==> config.mk <==
export PLATFORM = sky130hd
export DESIGN_NAME = alu_cmd_sequencer
export DESIGN_NICKNAME = d
export VERILOG_FILES = /design/src/rtl/alu_cmd_sequencer.sv
export SDC_FILE = /design/constraint.sdc
export NUM_CORES = 1
export LEC_CHECK = 0
export CAP_MARGIN = 20
export CORE_MARGIN = 2
export CORE_UTILIZATION = 45
export DETAILED_ROUTE_END_ITERATION = 8
export PLACE_DENSITY_LB_ADDON = 0.25
export SLEW_MARGIN = 20
export SYNTH_ARGS = -nofsm -noshare
export SYNTH_HDL_FRONTEND = slang
export SYNTH_SLANG_ARGS = --single-unit
==> constraint.sdc <==
create_clock -name i_clk -period 2.3 [get_ports i_clk]
set_input_delay 0.46 -clock i_clk [delete_from_list [all_inputs] [get_ports i_clk]]
set_output_delay 0.46 -clock i_clk [all_outputs]
set_load 0.1 [all_outputs]
==> src/rtl/alu_cmd_sequencer.sv <==
// alu_cmd_sequencer
// Collects a three-byte command (A, B, opcode) from the receive stream,
// presents it to the shared ALU, captures result and flags, and returns
// them as two bytes on a valid/ready transmit interface.
module alu_cmd_sequencer #(
   parameter int DATA_WIDTH     = 8,
   parameter int OP_WIDTH       = 6,
   parameter int TIMEOUT_CYCLES = 1_000_000
) (
   input  logic                  i_clk,
   input  logic                  i_rst_n,
   input  logic [DATA_WIDTH-1:0] i_rx_data,
   input  logic                  i_rx_valid,
   output logic [DATA_WIDTH-1:0] o_tx_data,
   output logic                  o_tx_valid,
   input  logic                  i_tx_ready,
   output logic [DATA_WIDTH-1:0] o_alu_a,
   output logic [DATA_WIDTH-1:0] o_alu_b,
   output logic [OP_WIDTH-1:0]   o_alu_op,
   input  logic [DATA_WIDTH-1:0] i_alu_result,
   input  logic [2:0]            i_alu_flags,
   output logic                  o_busy,
   output logic                  o_drop,
   output logic                  o_timeout
);

   localparam int CNT_W = $clog2(TIMEOUT_CYCLES);
   localparam logic [CNT_W-1:0] CNT_LAST = CNT_W'(TIMEOUT_CYCLES - 1);

   typedef enum logic [2:0] {
      WAIT_A,
      WAIT_B,
      WAIT_OP,
      EXEC,
      SEND_RES,
      SEND_FLG
   } state_t;

   state_t                state;
   state_t                state_nxt;
   logic [CNT_W-1:0]      tmo_cnt;
   logic                  tmo_hit;
   logic                  rx_accept;
   logic                  in_collect;
   logic                  in_respond;
   logic                  err_q;
   logic [DATA_WIDTH-1:0] res_q;
   logic [DATA_WIDTH-1:0] flg_q;

   // Opcodes the ALU implements; any other byte (including one with bits
   // set above the opcode field) is answered with an error response.
   function automatic logic op_is_valid(input logic [DATA_WIDTH-1:0] b);
      logic ok;
      case (b)
         DATA_WIDTH'(8'h20), DATA_WIDTH'(8'h22), DATA_WIDTH'(8'h24),
         DATA_WIDTH'(8'h25), DATA_WIDTH'(8'h26), DATA_WIDTH'(8'h27),
         DATA_WIDTH'(8'h03), DATA_WIDTH'(8'h02): ok = 1'b1;
         default:                               ok = 1'b0;
      endcase
      return ok;
   endfunction

   assign in_collect = (state == WAIT_A) || (state == WAIT_B) || (state == WAIT_OP);
   assign in_respond = (state == EXEC) || (state == SEND_RES) || (state == SEND_FLG);
   assign rx_accept  = i_rx_valid && in_collect;

   assign o_busy     = (state != WAIT_A);
   assign o_tx_valid = (state == SEND_RES) || (state == SEND_FLG);

   // Response byte mux: result first, then flags; zero when not sending.
   always_comb begin
      o_tx_data = '0;
      if (state == SEND_RES)
         o_tx_data = res_q;
      else if (state == SEND_FLG)
         o_tx_data = flg_q;
   end

   // Next-state logic; a byte arriving on the expiry cycle wins over timeout.
   always_comb begin
      state_nxt = state;
      tmo_hit   = 1'b0;
      case (state)
         WAIT_A: begin
            if (i_rx_valid) state_nxt = WAIT_B;
         end
         WAIT_B: begin
            if (i_rx_valid) begin
               state_nxt = WAIT_OP;
            end else if (tmo_cnt == CNT_LAST) begin
               state_nxt = WAIT_A;
               tmo_hit   = 1'b1;
            end
         end
         WAIT_OP: begin
            if (i_rx_valid) begin
               state_nxt = EXEC;
            end else if (tmo_cnt == CNT_LAST) begin
               state_nxt = WAIT_A;
               tmo_hit   = 1'b1;
            end
         end
         EXEC: begin
            state_nxt = SEND_RES;
         end
         SEND_RES: begin
            if (i_tx_ready) state_nxt = SEND_FLG;
         end
         SEND_FLG: begin
            if (i_tx_ready) state_nxt = WAIT_A;
         end
         default: begin
            state_nxt = WAIT_A;
         end
      endcase
   end

   // State register.
   always_ff @(posedge i_clk or negedge i_rst_n) begin
      if (!i_rst_n) state <= WAIT_A;
      else          state <= state_nxt;
   end

   // Operand/opcode capture; values persist after the command for display.
   always_ff @(posedge i_clk or negedge i_rst_n) begin
      if (!i_rst_n) begin
         o_alu_a  <= '0;
         o_alu_b  <= '0;
         o_alu_op <= '0;
         err_q    <= 1'b0;
      end else if (rx_accept) begin
         case (state)
            WAIT_A: o_alu_a <= i_rx_data;
            WAIT_B: o_alu_b <= i_rx_data;
            WAIT_OP: begin
               if (op_is_valid(i_rx_data)) begin
                  o_alu_op <= i_rx_data[OP_WIDTH-1:0];
                  err_q    <= 1'b0;
               end else begin
                  err_q    <= 1'b1;
               end
            end
            default: ;
         endcase
      end
   end

   // Result/flag capture during the single execute cycle.
   always_ff @(posedge i_clk) begin
      if (state == EXEC) begin
         if (err_q) begin
            res_q <= '0;
            flg_q <= {1'b1, {(DATA_WIDTH-1){1'b0}}};
         end else begin
            res_q <= i_alu_result;
            flg_q <= DATA_WIDTH'(i_alu_flags);
         end
      end
   end

   // Inter-byte gap counter: runs only while a command is partially received.
   always_ff @(posedge i_clk or negedge i_rst_n) begin
      if (!i_rst_n)
         tmo_cnt <= '0;
      else if ((state == WAIT_B || state == WAIT_OP) && !i_rx_valid && !tmo_hit)
         tmo_cnt <= tmo_cnt + 1'b1;
      else
         tmo_cnt <= '0;
   end

   // One-cycle status pulses for discarded bytes and abandoned commands.
   always_ff @(posedge i_clk or negedge i_rst_n) begin
      if (!i_rst_n) begin
         o_drop    <= 1'b0;
         o_timeout <= 1'b0;
      end else begin
         o_drop    <= i_rx_valid && in_respond;
         o_timeout <= tmo_hit;
      end
   end

endmodule

==> metrics list, run 1 <==
- TritonCTS clock tree: yes
* Clock Latency Late Sink: about 0.34 ns
* Maximum level of the CTS H-tree: 3
- Post-synth top flop: sky130_fd_sc_hd__dfrtp_1
* Worst path cell trace: nand2b_2, nor2_2, and2_1, buf_12
- Wire length per cell after detailed routing: 14.6 um
- Post-detailed-route count of antenna-violating nets: 0
- The number of nets in the synthesized netlist is 256.
- Cells with a size suffix above 1 make up 27.2% of the layout.
- The final critical path takes up 93.1% of the cycle.
- The tree is rooted in a sky130_fd_sc_hd__clkbuf_8.
- Share of Yosys cell area claimed by the top area cell type: around 45%
- The congestion estimate from routability-driven global placement came to 0.732.
- Vertical die dimension: 81.4 um
- The max-slew violation count is 0.
- The share of total power dissipated in the clock network is 21.1%.
- Setup repair after global routing left no endpoint under its margin.
- After clock tree synthesis, the flow added hold-fix buffers numbering 0.
- In this run the power spent charging and discharging nets is 2.57 mW.
- Combinational share of power: 49.2%
- Max Cap Violations: 0
- Before CTS, the worst setup slack after placement is -0.103 ns.
* Clock slew at the register clock pins of the worst setup and hold paths: 0.07 ns
- Starting DRC count in detailed routing: roughly 110
- Fraction of the yosys area taken by sequential cells: 57.9%
- Number of global-route vias before repair: 1,882
- Final-report setup violation count: 0
* Area growth from synthesis to layout: 35.2%
* Net count, final: 320
- In this design, the stage delay of the slowest critical-path cell is 0.49 ns.
- Class of the most critical hold timing path: input pin to asynchronous set/reset pin
- For this run, design rule violations remaining after detail routing come to 0.
* R2r setup slk: 0.53 ns
- Mean post-synth cell area: roughly 12 um2
- The longest clock path from root to sink contains 2 buffers.
- The biggest area contributor in the post-synthesis netlist is sky130_fd_sc_hd__dfrtp_1.
- Startpoint-to-endpoint class of the critical path: flop to output port
* Core outline area: 5850 um2
* Routed vias: 1,988
- Resized Gates After CTS: 0
- M1 wire length: 2480 um
- Final hold violation count: 0
- IO buf count: 56
* Slowest cell on the critical path: sky130_fd_sc_hd__dfrtp_1
- Ratio of total power to cell area: 1460 nW/um2
- Largest net degree at the start of global routing: 26
* Relative max-transition margin: around 62%
* Detailed-placement wirelength estimate: 3750 um
* Peak supply drop: approximately 1.1 mV
- Slew at the pin closest to its max-slew limit: between 0.5 and 0.6 ns
- Post-Route Skew: 0.00929 ns
- The flow ran to the end, and the final reports show no timing, DRC or antenna violations.
* Power share of the sequential group: 29.7%
- Synthesis inferred 60 register bits.
- The routed design uses 343 um of met3 wire.
* Number of antenna violations at the first check in global routing: 0
- Static power due to leakage: 1.54 nW
- In the global route stage, overall resource usage came out at 18.3%.
- Counting distinct cell types in the post-synthesis netlist gives 41.
* Placement row count: 28
* Drt pass-1 iters: 5
* Total wirelength of the detailed-routed design: 5480 um
- Summing internal, switching and leakage power gives 5.34 mW.
- Count of synthesis-stage warnings from yosys: 0
- Highest fanout seen on the critical path: 10
- The clock drives 60 sinks.
* Initial core utilization: ~46%
* Arrival time worst endpoint: roughly 1.7 ns
- After detailed routing, the met2 layer carries 2530 um of wire.
* Worst setup slack after layout: 0.159 ns
- Final min period: 2.14 ns
- The first global-routing pass estimated 9020 um of wire.
- Die Footprint: 6630 um2
- At the worst endpoint, the required time is 1.84 ns.
* Inserted Clock Buffers: 9
* Internal Dissipation: 2.77 mW
- Switching share of power: 48.1%
- The cell count after synthesis came out at 232.
- After synthesis, the cell types taking the most area are sky130_fd_sc_hd__dfrtp_1 (45%), sky130_fd_sc_hd__edfxtp_1 (13%), sky130_fd_sc_hd__mux2_2 (8.4%).
- STA classifies the critical path startpoint as a flop.
* Setup fix buffers added after clock tree synthesis: 0
* Number of fillers in the final layout: approximately 450
- Die outline width: between 80 and 90 um
* Number of flops mapped to enable cells by yosys: 12
- For this run the aggregate overflow at the end of global routing stands at 0.
- Setup crit end kind: output port
* Routed via count divided by cell count: around 5.3
- During I/O placement, the number of pins put on the boundary was 57.
- The number of antenna diodes in the final layout is 0.
- Highest signal layer in the routed design: met4
* Maximum achievable frequency: 0.467 GHz
* Share of flip-flops with an asynchronous set or reset after synthesis: 80.0%
- Area of the mapped netlist: 2700 um2
[area by class of cell]
class	instances	area (um2)	share of cell area (%)
multi-input combinational	155	1070	29.4
clock inverter	6	103	2.81
tap	75	93.8	2.57
clock buffer	10	128	3.50
inverter	7	26.3	0.721
sequential	60	1560	42.8
timing repair buffer	63	661	18.1
[sequential cells by signal, summed over array words and instances (netlist names), 3 cells and up]
| name | cells |
|---|---|
| o_alu_b | 8 |
| o_alu_op | 6 |
| tmo_cnt | 20 |
| state | 3 |
| o_alu_a | 8 |
| flg_q | 4 |
| res_q | 8 |
[power groups by stage]
stage / Sequential (mW) / Clock [mW] / Combinational [mW]
2_1_floorplan: 2.70 / 0 / 0.836
3_3_place_gp: 1.59 / 0 / 2.61
3_5_place_dp: 1.59 / 0 / 2.64
4_1_cts: 1.58 / 1.14 / 2.64
5_1_grt: 1.63 / 1.18 / 2.73
6_report: 1.58 / 1.12 / 2.63
[critical path, delay by kind of cell, from the launching register on]
family | cells | cell delay, ns
AND/OR/NAND/NOR | 3 | 0.67
flip-flops | 1 | 0.49
buffers and inverters | 1 | 0.18
[stage by stage]
| stage | TNS (ns) | hold WS [ns] | instances | cell area, um2 | util [%] |
|---|---|---|---|---|---|
| final | 0 | 0.112 | 376 | 3650 | 62.3 |
| after global routing | 0 | 0.148 | 376 | 3650 | 62.3 |
| after CTS | 0 | 0.117 | 376 | 3640 | 62.2 |
| after detailed placement | -0.389 | 0.490 | 360 | 3410 | 58.3 |
| after global placement | -0.277 | 0.480 | 360 | 3410 | 58.3 |
| after floorplan | -1.08 | 0.164 | 232 | 2700 | - |
[placed cells by master (no fill, tap or decap), drive strengths merged, types with 7 or more instances in the layout]
cell and count:
clkdlybuf4s50 21, a21oi 8, edfxtp 12, and2 7
nand2 9, buf 42, nor2 25, clkbuf 10
nand4 9, inv 7, dfrtp 48, xor2 9
mux2 20, nor2b 14, nand3 8
[cell usage after synthesis (2+ instances only)]
cell type	instances
sky130_fd_sc_hd__a21oi_1	8
sky130_fd_sc_hd__a31oi_1	2
sky130_fd_sc_hd__and2_1	7
sky130_fd_sc_hd__clkbuf_1	7
sky130_fd_sc_hd__dfrtp_1	48
sky130_fd_sc_hd__edfxtp_1	12
sky130_fd_sc_hd__inv_1	7
sky130_fd_sc_hd__mux2_2	20
sky130_fd_sc_hd__mux2i_1	4
sky130_fd_sc_hd__nand2_1	9
sky130_fd_sc_hd__nand2b_1	2
sky130_fd_sc_hd__nand3_1	8
sky130_fd_sc_hd__nand4_1	7
sky130_fd_sc_hd__nor2_1	25
sky130_fd_sc_hd__nor2b_1	14
sky130_fd_sc_hd__nor4_1	6
sky130_fd_sc_hd__o21ai_0	6
sky130_fd_sc_hd__or3_1	4
sky130_fd_sc_hd__xnor2_1	6
sky130_fd_sc_hd__xor2_1	9
[layer usage]
metal	vias to the layer above	track usage, %
met5	-	0
met4	0	10.0
met3	12	5.78
met2	58	26.7
met1	967	24.2
li1	951	-
[final timing paths]
check,cells after the start,to,start
max,4,o_tx_data[3],state[1]$_DFFE_PN0P_
min,1,o_alu_op[4]$_DFFE_PN0P_,i_rst_n
max reg2reg,4,tmo_cnt[17]$_DFF_PN0_,tmo_cnt[6]$_DFF_PN0_
min reg2reg,1,o_alu_op[3]$_DFFE_PN0P_,o_alu_op[3]$_DFFE_PN0P_
max in group asynchronous,2,tmo_cnt[7]$_DFF_PN0_,i_rst_n
min in group i_clk,1,o_alu_op[3]$_DFFE_PN0P_,o_alu_op[3]$_DFFE_PN0P_
[cells by family after synthesis]
kind of cell	count (synthesis)	synth area share (%)
XOR/XNOR	15	4.87
AND/OR/NAND/NOR	95	20.2
buffers and inverters	17	2.46
flip-flops	60	57.9
adder cells (fa/ha/maj)	1	0.464
multiplexers	24	9.84
AO/OA/AOI/OAI	20	4.22
(Power assumes the default switching activity.)
==> run 2, diff against run 1 <==
--- a/config.mk
+++ b/config.mk
@@ -9,6 +9,7 @@
 export CORE_MARGIN = 2
 export CORE_UTILIZATION = 45
 export DETAILED_ROUTE_END_ITERATION = 8
+export DONT_BUFFER_PORTS = 1
 export PLACE_DENSITY_LB_ADDON = 0.25
 export SLEW_MARGIN = 20
 export SYNTH_ARGS = -nofsm -noshare
==> run 2 against run 1 <==
Compared with the run above: worst hold slack better by 0.15 ns; fmax rose by 1.2%; routed wire length is 9.4% lower; clock skew decreased by 0.00057 ns; die area unchanged; register-to-register slack worse by 0.03 ns; final area decreased by 13%.
==> metrics list, run 2 (same netlist as run 1, synthesis figures left out) <==
* Number of global-route vias before repair: 1,754 (-6.8%)
- Top library cells by usage in the layout, fill and taps aside: sky130_fd_sc_hd__dfrtp_1 (48), sky130_fd_sc_hd__nor2_1 (21), sky130_fd_sc_hd__mux2_2 (20)
- The highest net fanout along the worst path came to 9 (-1).
- Net count, final: 278 (-13%)
- The slowest stage of the critical path is the sky130_fd_sc_hd__dfrtp_1 cell.
- Number of antenna violations at the first check in global routing: 0 (unchanged)
- The setup slack of the worst register-to-register path is 0.50 ns (-0.03 ns).
* Die outline width: 81.4 um (unchanged)
* Fraction of layout cells with a size suffix above 1: 25.5% (-1.8 points)
- The residual antenna-violating net count after detailed routing is 0 (unchanged).
- The setup TNS is 0 ns (unchanged).
- The remaining max-slew budget at the tightest pin is 38.8% (-23 points).
* Total wirelength of the detailed-routed design: 4960 um (-9.4%)
- Placed Instance Area: 2960 um2 (-13%)
- Inserted Clock Buffers: 9 (unchanged)
* Required time at the worst-slack endpoint: 1.84 ns (about the same)
- The flow ran to the end, and the final reports show no timing, DRC or antenna violations.
* Number of ports placed on the die boundary: 57 (unchanged)
- The number of antenna repair diodes was 0 (unchanged).
- The average wire length per cell after detail routing came to 14.9 um (+2.0%).
- tmo_cnt holds more flip-flops than any other register.
- Leading cell type in the layout, fill and taps excluded: sky130_fd_sc_hd__dfrtp_1
- Drt pass-1 iters: 4 (-1)
- Final min period: 2.12 ns (-0.0255 ns)
* Final hold violation count: 0 (unchanged)
- The core outline area came to 5850 um2 (unchanged).
* Routed vias: 1,745 (-12%)
- The leftover overflow at the end of global routing is 0 (unchanged).
- Class of the most critical hold timing path: input pin to flop
* Maximum achievable frequency: 0.473 GHz (+1.2%)
* Delay of the slowest critical-path stage: 0.52 ns (+0.03 ns)
- Slew at the pin closest to its max-slew limit: 0.919 ns (+0.353 ns)
* GP Congestion: 0.716 (-2.3%)
* Launching element type of the critical path: flop
- Placement row count: 28 (unchanged)
* Post-route cell area: 3190 um2 (-13%)
- Number of placed instances, taps included: 316 (-12%)
- Max Cap Violations: 0 (unchanged)
- The first-pass GRT wire length came to 8180 um (-9.3%).
* Post-Route Skew: 0.00872 ns (-0.000565 ns)
- Arrival time worst endpoint: 1.66 ns (-0.02 ns)
- The signal on the critical path passes through nand2b_2, nor2_1, and2_1, buf_12.
- The area taken by multi-input logic gates came to 1090 um2 (+1.3%).
- The number of standard cells in the layout, taps in and fillers out came to 334 (-11%).
* Setup crit end kind: output port
- Final Cycle Share: 92.0% (-1.1 points)
- Relative to the synthesized area, the layout overhead comes to 18.1%.
* Maximum level of the CTS H-tree: 3 (unchanged)
* Fin. max-slew vios: 0 (unchanged)
* Routed via count divided by cell count: 5.22 (-1.2%)
- Largest net degree at the start of global routing: 49 (+88%)
- The all-layer global routing usage was 16.8% (-1.5 points).
- Final-report setup violation count: 0 (unchanged)
- The y dimension of the die came to 81.4 um (unchanged).
- Clock Latency Late Sink: 0.33 ns (about the same)
- Die Footprint: 6630 um2 (unchanged)
- Setup repair after global routing missed its margin: no
- Largest register FFs: 20 (unchanged)
* IO buf count: 0 (-100%)
- Detailed-route DRC error count: 0 (unchanged)
- By startpoint and endpoint, the worst setup path is classified as flop to output port.
- The sequential cell area was 1560 um2 (unchanged).
- The number of violations reported at the end of detailed-routing iteration 0 was 138 (+28%).
* Initial core utilization: 46.1% (unchanged)
* Buffers from clock root to sink, at most: 2 (unchanged)
* Setup fix buffers added after clock tree synthesis: 0 (unchanged)
- The count of filler cells inserted in the layout came to 499 (+12%).
- TritonCTS clock tree: yes
- Clock tree root driver cell: sky130_fd_sc_hd__clkbuf_8
- Clock slew at the register clock pins of the worst setup and hold paths: 0.07 ns (about the same)
- Fraction of the core area covered by cells at the end of the flow: 54.4% (-7.9 points)
- The post-detailed-placement half-perimeter wirelength came to 3460 um (-7.8%).
- Sink count of the clock tree: 60 (unchanged)
-- run 2: cell count changes in the layout (fill, tap and decap cells not counted), moves of 2 or more --
cell,previous run,this run
sky130_fd_sc_hd__clkinv_1,2,0
sky130_fd_sc_hd__buf_12,11,4
sky130_fd_sc_hd__nor2_2,1,4
sky130_fd_sc_hd__nor2_1,24,21
sky130_fd_sc_hd__buf_4,30,15
sky130_fd_sc_hd__clkdlybuf4s50_1,21,0
sky130_fd_sc_hd__bufinv_16,3,0
sky130_fd_sc_hd__clkinvlp_4,0,2
-- run 2: path summary, 6_finish.rpt --
kind | to | start | depth (start not counted)
worst max-delay path | o_tx_data[4] | state[2]$_DFFE_PN0P_ | 4
worst min-delay path | state[1]$_DFFE_PN0P_ | i_rx_valid | 2
worst max register to register | o_alu_op[5]$_DFFE_PN0P_ | state[0]$_DFFE_PN0P_ | 4
worst min register to register | o_alu_op[4]$_DFFE_PN0P_ | o_alu_op[4]$_DFFE_PN0P_ | 1
max in group asynchronous | tmo_cnt[17]$_DFF_PN0_ | i_rst_n | 2
min in group asynchronous | tmo_cnt[13]$_DFF_PN0_ | i_rst_n | 2
-- run 2: critical path, delay by kind of cell, from the launching register on --
kind                   cells  cell delay, ns
flip-flops                 1            0.52
buffers and inverters      1            0.18
AND/OR/NAND/NOR            3            0.63
-- run 2: layout make-up --
cell class | count | area share, %
Clock inverter | 5 | 1.06
Inverter | 7 | 0.825
Sequential cell | 60 | 49.0
Multi-Input combinational cell | 155 | 34.1
Tap cell | 75 | 2.95
Timing Repair Buffer | 21 | 7.23
Clock buffer | 11 | 4.79
-- run 2: per-layer routing --
metal	share of wire (%)	global-route usage (%)	vias to the layer above
li1	-	-	853
met1	44	21.3	829
met2	47	24.8	55
met3	7.6	6.44	8
met4	1.9	8.98	0
met5	0	0	-
-- run 2: stage by stage --
step / hold WS [ns] / setup WS (ns)
after floorplan: 0.164 / -0.270
after global placement: 0.166 / 0.314
after detailed placement: 0.166 / 0.286
after CTS: 0.250 / 0.0654
after global routing: 0.251 / 0.0535
final: 0.266 / 0.185
-- run 2: repair_timing --
item / in CTS / in global routing
hold buffers: 2 / 0
resized for setup: 0 / 1
setup endpoints to repair: 0 / 4
endpoints found under the hold margin: 48 / 0
Power of run 2 is not shown: default switching activity piles up to over one toggle a cycle in this logic, so the estimate is an artifact.
==> run 3, diff against run 2 <==
==> constraint.sdc (replaced) <==
create_clock -name i_clk -period 2.5 [get_ports i_clk]
set_input_delay 0.5 -clock i_clk [delete_from_list [all_inputs] [get_ports i_clk]]
set_output_delay 0.5 -clock i_clk [all_outputs]
set_load 0.1 [all_outputs]
==> run 3 against run 2 <==
Compared with the run above: global-route usage fell by 0.40 points; non-clock buffer count fell by 3; sequential cell count did not move; final cell count is 0.90% lower; critical endpoint is now o_tx_data[6].
==> metrics list, run 3 (same netlist as run 1, synthesis figures left out) <==
- Outcome: finished, final reports clean
* Highest fanout seen on the critical path: 10 (+1)
* Final cell count without fillers: 331 (-0.90%)
* Buffers from clock root to sink, at most: 2 (unchanged)
- The post-detailed-placement half-perimeter wirelength was 3400 um (-1.8%).
- The all-layer global routing usage is 16.4% (-0.40 points).
- TritonCTS built the clock tree.
- Maximum level of the CTS H-tree: 3 (unchanged)
- The leftover overflow at the end of global routing came to 0 (unchanged).
- The worst hold slack after final layout is 0.0225 ns (-0.243 ns).
- The DRC violation count after routing was 0 (unchanged).
- The clock buffer count from CTS came to 9 (unchanged).
- The share of the core filled with cells came to 53.3% (-1.2 points).
- More flip-flops sit in one register than any other, and that register is tmo_cnt.
- Number of ports placed on the die boundary: 57 (unchanged)
* Final min period: 2.35 ns
* Routed vias: 1,751 (+0.34%)
- The clock sink total was 60 (unchanged).
- GP Congestion: 0.745 (+4.1%)
- The total die area is 6630 um2 (unchanged).
- The count of hold buffers inserted by post-cts repair came to 1 (-1).
- Leading cell type in the layout, fill and taps excluded: sky130_fd_sc_hd__dfrtp_1
- Clock tree root driver cell: sky130_fd_sc_hd__clkbuf_8
- Number of global-route vias before repair: 1,737 (-0.97%)
- The remaining max-slew budget at the tightest pin came to 38.8% (about the same).
* Drt pass-1 iters: 4 (unchanged)
- Placement row count: 28 (unchanged)
- Required time at the worst-slack endpoint: 2.00 ns (+0.16 ns)
- Largest net degree at the start of global routing: 49 (unchanged)
* Arrival time worst endpoint: 1.85 ns (+0.19 ns)
- Maximum achievable frequency: 0.426 GHz
- Vertical die dimension: 81.4 um (unchanged)
- The number of buffers added for setup after CTS was 0 (unchanged).
- Class of the most critical hold timing path: input pin to asynchronous set/reset pin
- Clock slew at the register clock pins of the worst setup and hold paths: 0.06 ns (about the same)
* Startpoint-to-endpoint class of the critical path: flop to output port
- The worst-skew pair later-pin latency came to 0.33 ns (about the same).
- Slew at the pin closest to its max-slew limit: 0.918 ns (-0.000304 ns)
- Post-detailed-route count of antenna-violating nets: 0 (unchanged)
- Starting DRC count in detailed routing: 129 (-6.5%)
- The worst setup path is captured at an output port.
- The number of flip-flops in the largest register came to 20 (unchanged).
- Number of antenna violations at the first check in global routing: 0 (unchanged)
- Number of antenna diodes: 0 (unchanged)
- Top library cells by usage in the layout, fill and taps aside: sky130_fd_sc_hd__dfrtp_1 (48), sky130_fd_sc_hd__nor2_1 (21), sky130_fd_sc_hd__mux2_2 (20)
- Resized Gates After CTS: 0 (unchanged)
* Total wirelength of the detailed-routed design: 4920 um (-0.91%)
- The number of placed instances with taps included came to 314 (-0.63%).
- The die width came to 81.4 um (unchanged).
* Wire length per cell after detailed routing: 14.9 um (about the same)
- The number of failing setup endpoints in the final timing report was 0 (unchanged).
- Net count, final: 275 (-1.1%)
- Relative to the synthesized area, the layout overhead comes to 15.6%.
- Launching element type of the critical path: flop
- Routed via count divided by cell count: 5.29 (+1.3%)
* Final hold violation count: 0 (unchanged)
* Post-Route Skew: 0.0102 ns (+0.00152 ns)
* Core outline area: 5850 um2 (unchanged)
- The fraction of final layout cells with drive strength greater than 1 came to 24.2% (-1.3 points).
- Final Cycle Share: between 90% and 100%
- Global-route wire length before repair: 8080 um (-1.2%)
- Setup repair after global routing missed its margin: no
- Fin. max-slew vios: 0 (unchanged)
- The count of buffers from port buffering is 0 (unchanged).
- The max-cap violation count came to 0 (unchanged).
* Final setup TNS: 0 ns (unchanged)
- Initial core utilization: 46.1% (unchanged)
-- run 3: path summary, 6_finish.rpt --
kind | from | endpoint | slack [ns] | depth (start not counted)
setup / recovery | state[1]$_DFFE_PN0P_ | o_tx_data[6] | 0.15 | 4
hold / removal | i_rst_n | tmo_cnt[12]$_DFF_PN0_ | 0.02 | 1
setup reg to reg | state[0]$_DFFE_PN0P_ | o_alu_op[5]$_DFFE_PN0P_ | 0.70 | 4
hold reg to reg | o_alu_op[3]$_DFFE_PN0P_ | o_alu_op[3]$_DFFE_PN0P_ | 0.52 | 1
max in group asynchronous | i_rst_n | o_alu_b[7]$_DFFE_PN0P_ | 2.27 | 1
min in group i_clk | i_rx_valid | state[1]$_DFFE_PN0P_ | 0.32 | 2
-- run 3: final cells by class --
type / count / area (um2)
tap: 75 / 93.8
clock buffer: 12 / 145
clock inverter: 4 / 50.0
sequential: 60 / 1560
timing repair buffer: 18 / 155
multi-input combinational: 155 / 1080
fill: 500 / 2730
inverter: 7 / 26.3
-- run 3: per-layer routing --
| metal | wire, um | vias to the layer above | GRT usage [%] |
|---|---|---|---|
| met5 | 0 | - | 0 |
| met3 | 396 | 7 | 6.56 |
| met2 | 2120 | 49 | 23.1 |
| li1 | - | 854 | - |
| met1 | 2320 | 841 | 21.8 |
| met4 | 76 | 0 | 8.14 |
-- run 3: critical path: stages (launching register included) --
cell,delay (ns)
sky130_fd_sc_hd__dfrtp_1,0.49
sky130_fd_sc_hd__nand2b_1,0.36
sky130_fd_sc_hd__nor2_1,0.23
sky130_fd_sc_hd__and2_1,0.15
sky130_fd_sc_hd__buf_4,0.28
-- run 3: metrics by stage --
step | worst slack [ns] | area, um2
after floorplan | -0.110 | 2700
after global placement | 0.446 | 2890
after detailed placement | 0.422 | 2890
after CTS | 0.138 | 3120
after global routing | 0.0188 | 3120
final | 0.150 | 3120
Power of run 3 is left out for the same reason.
==> RTL edit 1 (flow settings as in run 1) <==
Re-encode `state_t` (6 states) as one-hot, 6 bits wide.
--- a/src/rtl/alu_cmd_sequencer.sv
+++ b/src/rtl/alu_cmd_sequencer.sv
@@ -27,13 +27,13 @@
    localparam int CNT_W = $clog2(TIMEOUT_CYCLES);
    localparam logic [CNT_W-1:0] CNT_LAST = CNT_W'(TIMEOUT_CYCLES - 1);
 
-   typedef enum logic [2:0] {
-      WAIT_A,
-      WAIT_B,
-      WAIT_OP,
-      EXEC,
-      SEND_RES,
-      SEND_FLG
+   typedef enum logic [5:0] {
+      WAIT_A   = 6'b000001,
+      WAIT_B   = 6'b000010,
+      WAIT_OP  = 6'b000100,
+      EXEC     = 6'b001000,
+      SEND_RES = 6'b010000,
+      SEND_FLG = 6'b100000
    } state_t;
 
    state_t                state;
Function: no difference found for any inputs over 10 cycles, from zero or initial values and one cycle with i_rst_n low; not proved beyond that.
==> RTL edit 1 against run 1 <==
Utilization is 2.3 points higher; total power is 14% lower; sequential cell count increased by 3; synthesized cell count increased by 6.9%; routed wire length rose by 8.7%; synthesized area rose by 5.3%; worst hold slack worse by 27 ps; maximum frequency fell by 6.0%; cell area is 6.8% higher; setup slack lost 140 ps; die area grew 5.1%; count of clock-buffer cells in the layout unchanged; combinational power fell by 17%; largest power group unchanged; highest routed layer unchanged.
==> RTL edit 1: results (changes against run 1) <==
metric	value	unit	change
filler cell count	482		+8.1%
Die ar.	6960	um^2	+5.1%
worst-path cell with the longest stage delay	or4_4		
Slew Limit Headroom	65.5	%	+3.6 points
DR WL met2	3110	um	+23%
xor and xnor fraction of the mapped netlist area	4.32	%	-0.56 points
gr usage total	18.0	%	-0.27 points
Area after DPL	3650	um^2	+7.2%
LEAKAGE	1.60	nW	+3.5%
largest net degree at the start of global routing	25		-3.8%
Placed Cells	388		+7.8%
Setup crit start	state[2]$_DFFE_PN0P_		
HPWL after DPL	4240	um	+13%
multiplexer share of the synthesized area	7.09	%	-2.7 points
Post-Route WL	5960	um	+8.7%
Mean Syn Cell Area	11.5	um^2	-1.5%
reg-to-reg slack, setup	200	ps	-330 ps
outcome	complete, no violations		
M1 wire length	2490	um	+0.40%
Critical R2R Capture	state[0]$_DFFE_PN1P_		
ranking of synthesized cells by area	dfrtp_1 (44%), edfxtp_1 (13%), mux2_2 (6.7%)		
CP arrival	1820	ps	+140 ps
share of cells above drive strength 1	30.7	%	+3.5 points
first-pass GRT wire length	10100	um	+12%
synth cell count leaders	dfrtp_1 (50), nor2_1 (28), mux2_2 (17), nor2b_1 (17), edfxtp_1 (12)		
-- RTL edit 1: cell count changes after synthesis, moves of 3 or more --
| cell | delta |
|---|---|
| or4_1 | +4 |
| xor2_1 | -5 |
| mux2_2 | -3 |
| xnor2_1 | +4 |
| or3_1 | +5 |
| clkbuf_1 | -3 |
| nor2_1 | +3 |
| mux2i_1 | -3 |
| a22oi_1 | +4 |
| nor2b_1 | +3 |
-- RTL edit 1: power breakdown --
part	internal [mW]	total [mW]	switching, mW
Sequential	1.35	1.50	0.152
Combinational	0.585	2.18	1.60
Clock	0.496	0.909	0.413
-- RTL edit 1: routing by layer --
layer  vias up  global-route usage (%)
met2        37                    31.4
met5         -                       0
met3        12                    6.06
met4         0                    5.28
met1      1050                    21.2
li1       1051                       -
-- RTL edit 1: cell type report --
class	count	area share, %
tap	75	2.41
clock buffer	10	3.28
timing repair buffer	72	18.8
clock inverter	6	1.58
sequential	63	42.1
inverter	6	0.675
multi-input combinational	172	31.2
-- RTL edit 1: repair_timing --
item / CTS / global route
resized for setup: 5 / 6
pin swaps: 0 / 5
endpoints found under the hold margin: 0 / 0
endpoints found under the setup margin: 9 / 9
hold buffers: 0 / 0
-- RTL edit 1: through the flow --
step	worst slack [ps]	total power, mW	util (%)	setup TNS [ps]
2_1_floorplan	-199	3.11	-	-795
3_3_place_gp	6.88	3.64	60.7	0
3_5_place_dp	-9.34	3.66	60.7	-9.34
4_1_cts	-33.1	4.61	64.1	-106
5_1_grt	-19.5	4.78	64.6	-81.2
6_report	22.1	4.59	64.6	0
==> RTL edit 2 (config.mk and constraints of run 1) <==
Made on the original files. The parameter `DATA_WIDTH` goes from 8 to 6.
--- a/src/rtl/alu_cmd_sequencer.sv
+++ b/src/rtl/alu_cmd_sequencer.sv
@@ -3,7 +3,7 @@
 // presents it to the shared ALU, captures result and flags, and returns
 // them as two bytes on a valid/ready transmit interface.
 module alu_cmd_sequencer #(
-   parameter int DATA_WIDTH     = 8,
+   parameter int DATA_WIDTH     = 6,
    parameter int OP_WIDTH       = 6,
    parameter int TIMEOUT_CYCLES = 1_000_000
 ) (
Ports: changed (5 resized); port bits go from 57 to 47. The function was not compared with the original's and may differ.
==> RTL edit 2 against run 1 <==
Register-to-register slack got worse by 90 ps; routed wire length decreased by 18%; via count decreased by 16%; critical path type unchanged; non-clock buffer count decreased by 13; setup slack improved by 45 ps; largest cell class unchanged; sequential cell count decreased by 6; maximum frequency increased by 2.1%; utilization decreased by 2.2 points; total power decreased by 20%; first-iteration DRC count decreased by 30%; highest routed layer unchanged; clock skew decreased by 1.4 ps; cell area decreased by 15%; critical endpoint is now o_tx_data[4]; synthesized area decreased by 10%.
==> RTL edit 2: results (changes against run 1) <==
metric	value	unit	change
largest net degree at the start of global routing	45		+73%
Worst VDD drop	1.78	mV	+63%
outcome	complete, no violations		
area taken by multi-input logic gates	963	um^2	-10%
Multi-input comb cells	140		-9.7%
nets@finish	278		-13%
register area share after synthesis	57.8	%	-0.090 points
Buffers on Ports	46		-18%
GRT met2 Usage	27.0	%	+0.24 points
Post-Route WL	4480	um	-18%
Sw Ratio	51.5	%	+3.5 points
CP arrival	1640	ps	-40 ps
LEAKAGE	1.30	nW	-16%
Data buffer area share	16.7	%	-1.4 points
filler cell count	462		+3.6%
part of the cycle the worst path needs	91.1	%	-1.9 points
clk_skew	7.90	ps	-1.39 ps
first-pass GRT wire length	7970	um	-12%
sequential cell area share	45.4	%	+2.5 points
Synth cell types	43		+4.9%
HPWL after DPL	3250	um	-13%
vias in the first global route	1677		-11%
ranking of synthesized cells by area	dfrtp_1 (45%), edfxtp_1 (12%), mux2_2 (7.4%)		
Tightest Pin Transition	609	ps	+44.0 ps
clock-pin slew on the worst setup and hold paths	90	ps	+20 ps
Final Wtd Congestion	0.742		+1.3%
CLK BUF	6		-4
area fraction in compound gates after synthesis	5.68	%	+1.5 points
xor and xnor fraction of the mapped netlist area	3.98	%	-0.90 points
number of CTS-inserted buffers	5		-4
H-Tree Depth	2		-1
reg-to-reg slack, setup	440	ps	-90 ps
worst skew pair latency	300	ps	-40 ps
Clock Sinks	54		-10%
Cells after Synth	205		-12%
DRT Pass-1 Iters	4		-1
worst-path fanout max	7		-3
vias per inst	5.07		-4.1%
M3 GR Usage	3.60	%	-2.2 points
crit-path max cell delay	420	ps	-70 ps
Place WS	149	ps	+253 ps
EDFF count, synth	10		-2
Setup crit end	o_tx_data[4]		
DRT iter0 DRCs	76		-30%
Async S/R FF share, synth	81.5	%	+1.5 points
synth cell count leaders	dfrtp_1 (44), nor2_1 (23), mux2_2 (16)		
GR Layer Usage met1	22.3	%	-1.8 points
Non-Filler Instances	329		-13%
Area Overhead vs Synth	27.5	%	
Synth Area in Adders	0.516	%	+0.052 points
gr usage total	16.7	%	-1.6 points
Final clock-cell share	3.08	%	-3.2 points
final instance area	3090	um^2	-15%
Synth Flop Type	dfrtp_1		
Critical R2R Capture	tmo_cnt[9]$_DFF_PN0_		
==> RTL edit 2: power groups by stage <==
stage	clock network [mW]	logic, mW	registers [mW]
2_1_floorplan	0	0.720	2.43
3_3_place_gp	0	2.33	1.39
3_5_place_dp	0	2.35	1.40
4_1_cts	0.556	2.35	1.38
5_1_grt	0.599	2.41	1.40
6_report	0.547	2.33	1.37
==> RTL edit 2: logic make-up (layout without fill, tap and decap cells) <==
kind of cell               after synthesis  in the layout
DFF                                     54             54
adders and majority gates                1              1
buffers and inverters                   11             65
xor gates and xnor gates                11             11
muxes                                   20             20
and+or+nand+nor                         87             87
AOI/OAI and AO/OA                       21             21
==> RTL edit 2: worst register-to-register path, cell delays in order, from the launching register on <==
cell,delay (ps)
dfrtp_1,400
ha_1,210
nand3_1,150
or4_4,560
o21bai_2,160
buf_4,210
nor2_1,70
==> RTL edit 2: layer usage <==
layer,part of all wire [%],vias to the layer above
li1,-,824
met1,47,814
met2,48,25
met3,3.4,6
met4,1.6,0
met5,0,-
